$ cat src/rtl/pb_interrupt_controller.sv
// Picoblaze interrupt controller: rising-edge pending capture, per-source mask,
// single interrupt line with an ack/clear handshake and a port-mapped register file.
module pb_interrupt_controller #(
  parameter int unsigned NUM_SOURCES = 8,
  parameter logic [7:0]  PORT_STATUS = 8'h10,
  parameter logic [7:0]  PORT_MASK   = 8'h11,
  parameter logic [7:0]  PORT_CLEAR  = 8'h12
) (
  input  logic                   clk,
  input  logic                   reset,
  input  logic [NUM_SOURCES-1:0] irq_src,
  output logic [NUM_SOURCES-1:0] irq_clear,
  input  logic [7:0]             port_id,
  input  logic                   write_strobe,
  input  logic                   read_strobe,
  input  logic [7:0]             out_port,
  output logic [7:0]             in_port,
  output logic                   interrupt,
  input  logic                   interrupt_ack
);

  typedef enum logic [1:0] {
    S_IDLE,
    S_ASSERT,
    S_SERVICE
  } state_t;

  state_t                 state_q, state_d;
  logic [NUM_SOURCES-1:0] src_q;
  logic [NUM_SOURCES-1:0] pending_q, pending_d;
  logic [NUM_SOURCES-1:0] mask_q, mask_d;
  logic [NUM_SOURCES-1:0] irq_clear_q;
  logic [NUM_SOURCES-1:0] rise;
  logic [NUM_SOURCES-1:0] clr_wr;
  logic [7:0]             in_port_q, in_port_d;
  logic                   interrupt_q, interrupt_d;
  logic                   clear_hit;
  logic                   mask_hit;
  logic                   req;

  // Reads have no side effects, so the read strobe is intentionally unused.
  logic unused_inputs;
  assign unused_inputs = read_strobe ^ (^out_port);

  always_comb begin
    clear_hit = write_strobe && (port_id == PORT_CLEAR);
    mask_hit  = write_strobe && (port_id == PORT_MASK);
    clr_wr    = clear_hit ? out_port[NUM_SOURCES-1:0] : '0;
    rise      = irq_src & ~src_q;
    // A rise wins over a simultaneous clear so no event is lost.
    pending_d = rise | (pending_q & ~clr_wr);
    mask_d    = mask_hit ? out_port[NUM_SOURCES-1:0] : mask_q;
    req       = |(pending_q & mask_q);

    in_port_d = '0;
    case (port_id)
      PORT_STATUS: in_port_d[NUM_SOURCES-1:0] = pending_q;
      PORT_MASK:   in_port_d[NUM_SOURCES-1:0] = mask_q;
      default:     in_port_d = '0;
    endcase
  end

  always_comb begin
    state_d = state_q;
    case (state_q)
      S_IDLE:    if (req)           state_d = S_ASSERT;
      S_ASSERT:  if (interrupt_ack) state_d = S_SERVICE;
      S_SERVICE: if (clear_hit)     state_d = S_IDLE;
      default:                      state_d = S_IDLE;
    endcase
    interrupt_d = (state_d == S_ASSERT);
  end

  always_ff @(posedge clk) begin
    if (reset) begin
      state_q     <= S_IDLE;
      src_q       <= '0;
      pending_q   <= '0;
      mask_q      <= '0;
      irq_clear_q <= '0;
      in_port_q   <= '0;
      interrupt_q <= 1'b0;
    end else begin
      state_q     <= state_d;
      src_q       <= irq_src;
      pending_q   <= pending_d;
      mask_q      <= mask_d;
      irq_clear_q <= clr_wr;
      in_port_q   <= in_port_d;
      interrupt_q <= interrupt_d;
    end
  end

  assign irq_clear = irq_clear_q;
  assign in_port   = in_port_q;
  assign interrupt = interrupt_q;

endmodule

$ cat config.mk
export PLATFORM = sky130hd
export DESIGN_NAME = pb_interrupt_controller
export DESIGN_NICKNAME = d
export VERILOG_FILES = /design/src/rtl/pb_interrupt_controller.sv
export SDC_FILE = /design/constraint.sdc
export NUM_CORES = 1
export LEC_CHECK = 0
export ABC_AREA = 0
export ABC_CLOCK_PERIOD_IN_PS = 1040
export CORE_ASPECT_RATIO = 1.25
export CORE_MARGIN = 4
export CORE_UTILIZATION = 30
export CTS_CLUSTER_DIAMETER = 40
export CTS_CLUSTER_SIZE = 20
export DETAILED_ROUTE_END_ITERATION = 10
export PLACE_DENSITY = 0.59
export RECOVER_POWER = 50
export SKIP_CTS_REPAIR_TIMING = 1
export SLEW_MARGIN = 20
export SYNTH_ARGS = -nofsm -noshare
export SYNTH_HDL_FRONTEND = slang
export SYNTH_SLANG_ARGS = --single-unit
$ cat constraint.sdc
create_clock -name clk -period 1.04 [get_ports clk]
set_input_delay 0.104 -clock clk [delete_from_list [all_inputs] [get_ports clk]]
set_output_delay 0.104 -clock clk [all_outputs]
set_load 0.02 [all_outputs]
==> impl_summary.log <==
[metrics] worst reg2reg endpoint: interrupt$_SDFF_PP0_
[metrics] total number of nets in the final design: ~250
[metrics] First DRT Iteration DRCs: around 100
[metrics] sequential cell area fraction in the yosys report: 0.5486
[metrics] number of sinks on the clock net: 43
[metrics] number of cell rows: 29
[metrics] DP HPWL: ~2900 µm
[metrics] drt first pass iters: 4
[metrics] netlist area before placement: between 0.0015 and 0.002 mm²
[metrics] overall die area: 0.006458 mm²
[metrics] register-to-register path setup slack: -20 ps
[metrics] data required time at the worst endpoint: 1210 ps
[metrics] buffers from clock root to sink, at most: 2
[metrics] wire length of the first global-routing pass: roughly 6300 µm
[metrics] register bit total from synthesis: 43
[metrics] worst-case vdd ir drop: between 0.5 and 0.6 mV
[metrics] die height: between 80 and 90 µm
[metrics] final std cell area, no fill: 0.002372 mm²
[metrics] Worst Clk Skew: roughly 5.4 ps
[metrics] share of cells above drive strength 1: 0.1867
[metrics] warnings from Yosys: 0
[metrics] clock buffers created by TritonCTS: 5
[metrics] instance area after placement: around 0.0023 mm²
[metrics] CP Data Arrival Time: about 1200 ps
[metrics] most common cell after layout, fill and taps aside: sky130_fd_sc_hd__dfxtp_1
[metrics] worst min path class: primary input to flip-flop
[metrics] timing-limited maximum frequency: 944.7 MHz
[metrics] post-detailed-route count of antenna-violating nets: 0
[metrics] largest net degree at the start of global routing: 15
[metrics] worst skew pair latency: 290 ps
[metrics] TritonCTS clock tree: yes
[metrics] depth of the critical timing path with buffers and inverters included: 3
[metrics] cell with the biggest individual delay on the critical path: sky130_fd_sc_hd__a222oi_1
[metrics] element type at the critical path start: flip-flop
[metrics] antenna violations before repair: 0
[metrics] drt via density: between 4 and 5
[metrics] Max-cap violations: 0
[metrics] wire length after detailed routing: 3814 µm
[metrics] average cell area after synthesis: between 10 and 15 µm²
[metrics] first element of the critical path: pending_q[4]$_SDFF_PP0_
[metrics] Mapped Cells: between 150 and 200
[metrics] synthesis-to-layout area growth: 51.20%
[metrics] Boundary Pins: between 40 and 50
[metrics] number of global-route vias before repair: ~1.3k
[metrics] residual overflow from global routing: 0
[metrics] wire per inst: roughly 13 µm
[metrics] Worst Reg2Reg Path Length in Cells: 3
[metrics] Final Cycle Share: 1.018
[metrics] Sequential cell area: around 860 µm²
[metrics] number of buffers and inverters on the critical path: 1
[metrics] placeable core area: 0.005080 mm²
[metrics] path type of the worst setup path: flip-flop to flip-flop
[metrics] Primary FF master, synth: sky130_fd_sc_hd__dfxtp_1
[metrics] remaining max-slew budget at the tightest pin: 0.7868
[metrics] final-layout fill cell count: slightly above 500
[metrics] count of antenna diodes in the layout: 0
[metrics] setup repair after global routing missed its margin: yes
[metrics] horizontal die dimension: around 73 µm
[metrics] Critical R2R Launch: pending_q[4]$_SDFF_PP0_
[metrics] RD Place Congestion: roughly 0.7
[metrics] Setup Slack @ Placement: -567.9 ps
[metrics] multi-input gate area in the final layout: about 670 µm²
[metrics] buffer type at the clock tree root: sky130_fd_sc_hd__clkbuf_8
[metrics] initial standard-cell utilization of the core: 0.3089
[metrics] CP Max Fanout: 2
[metrics] minimum period implied by the final worst setup slack: ~1100 ps
[metrics] number of endpoints failing setup at the final stage: 2
[metrics] share of flip-flops with an asynchronous set or reset: 0
[metrics] violated checks: negative setup slack
[metrics] Leak Pwr: 1.187 nW
[metrics] Hold Vio Cnt, Final: 0
[metrics] areal power density over the cells: between 1000 and 1500 mW/mm²
[metrics] detailed-route DRC error count: 0
[metrics] outcome: finished with violations
[metrics] net count after synthesis: 183
[metrics] Slew Viols, Final: 0
[metrics] delay of the slowest cell on the worst path: around 370 ps
[metrics] worst setup path end: interrupt$_SDFF_PP0_
[metrics] via count: 1292
[metrics] total of buffers placed on input and output ports: 44
[metrics] category of cells accounting for the largest share of critical-path delay: compound AO/OA/AOI/OAI gates
[metrics] final critical-path setup slack: -18.53 ps
[metrics] number of distinct library cells after synthesis: 27
[metrics] most frequent cells in the layout: sky130_fd_sc_hd__dfxtp_1 (42), sky130_fd_sc_hd__buf_4 (21), sky130_fd_sc_hd__dlymetal6s2s_1 (19), sky130_fd_sc_hd__nand2_1 (18)
[metrics] H-tree depth reported by CTS: 2
[metrics] clock transition at the register clock pins on the worst setup and hold paths after CTS: about 80 ps
[metrics] EDFF count, synth: 0
[metrics] actual slew at the worst max-slew pin: about 320 ps
[metrics] element type at the critical path end: flip-flop
[metrics] cells traversed along the worst timing path: a222oi_1, buf_4, a31oi_1
[metrics] GR Util All Layers: 0.1287
-- report_power, final --
group	leakage, nW	switching (W)	internal (W)	total [W]
logic	0.778	0.000120	0.000186	0.000306
registers	0.351	0.0000239	0.00169	0.00171
clock network	0.0581	0.000578	0.000715	0.00129
-- synthesized netlist by cell type (all sizes together), types with 2 or more instances --
library cell	n	area [µm²]
nor2	10	37.54
buf	2	18.77
and2	8	50.05
inv	4	15.01
a21oi	5	25.02
a31oi	2	12.51
nand4	4	25.02
a32o	4	40.04
o21ai	4	20.02
and3	2	13.77
and3b	2	17.52
mux2i	16	160.2
clkbuf	4	15.01
nor2b	17	106.4
dfxtp	43	860.8
nand2	18	67.56
-- layout make-up --
type | instances | share of cell area
clock buffers | 5 | 0.02901
clock inverters | 3 | 0.01846
inverters | 5 | 0.007911
multi-input cells | 100 | 0.2843
flip-flops and latches | 43 | 0.3634
well taps | 62 | 0.03270
repair buffers | 69 | 0.2642
-- per-layer routing --
layer	GRT usage	vias up	part of all wire
li1	-	667	-
met1	0.1550	589	0.43
met2	0.2241	34	0.50
met3	0.03182	2	0.055
met4	0.04027	0	0.0094
met5	0	-	0
-- cells by family after synthesis --
family,after synthesis,share of synthesized area
simple gates,65,0.2305
flops,43,0.5486
compound gates,19,0.08533
buf+inv,11,0.03349
mux,16,0.1021
-- through the flow --
stage,std cells,util,hold slack [ps],total power (W),setup TNS (ps)
2_1_floorplan,154,-,187.2,0.001863,-139.7
3_3_place_gp,279,0.4436,452.8,0.002061,-16010
3_5_place_dp,279,0.4436,456.2,0.002064,-17040
4_1_cts,287,0.4658,374.1,0.003359,-11510
5_1_grt,287,0.4670,277.8,0.003456,-142.5
6_report,287,0.4670,236.8,0.003313,-25.31
-- worst register-to-register path, cell delays in order (launching register included) --
cell,delay (ps)
sky130_fd_sc_hd__dfxtp_1,320
sky130_fd_sc_hd__a222oi_1,370
sky130_fd_sc_hd__buf_4,180
sky130_fd_sc_hd__a31oi_1,80
-- how the worst min path moves through the flow --
stage / end / cells past startpoint / slack [ps] / from
finish: src_q[3]$_SDFF_PP0_ / 3 / 240 / reset
global route: src_q[4]$_SDFF_PP0_ / 3 / 280 / reset
CTS: src_q[3]$_SDFF_PP0_ / 2 / 370 / irq_src[3]
detailed placement: pending_q[4]$_SDFF_PP0_ / 2 / 460 / src_q[4]$_SDFF_PP0_
global placement: pending_q[5]$_SDFF_PP0_ / 2 / 450 / src_q[5]$_SDFF_PP0_
floorplan: src_q[3]$_SDFF_PP0_ / 1 / 190 / reset
-- flip-flops by register name, summed over array words and instances, names as in the netlist --
| signal | count |
|---|---|
| in_port | 8 |
| interrupt | 1 |
| state_q | 2 |
| irq_clear | 8 |
| pending_q | 8 |
| src_q | 8 |
| mask_q | 8 |
Power figures use the tool's default switching activity.
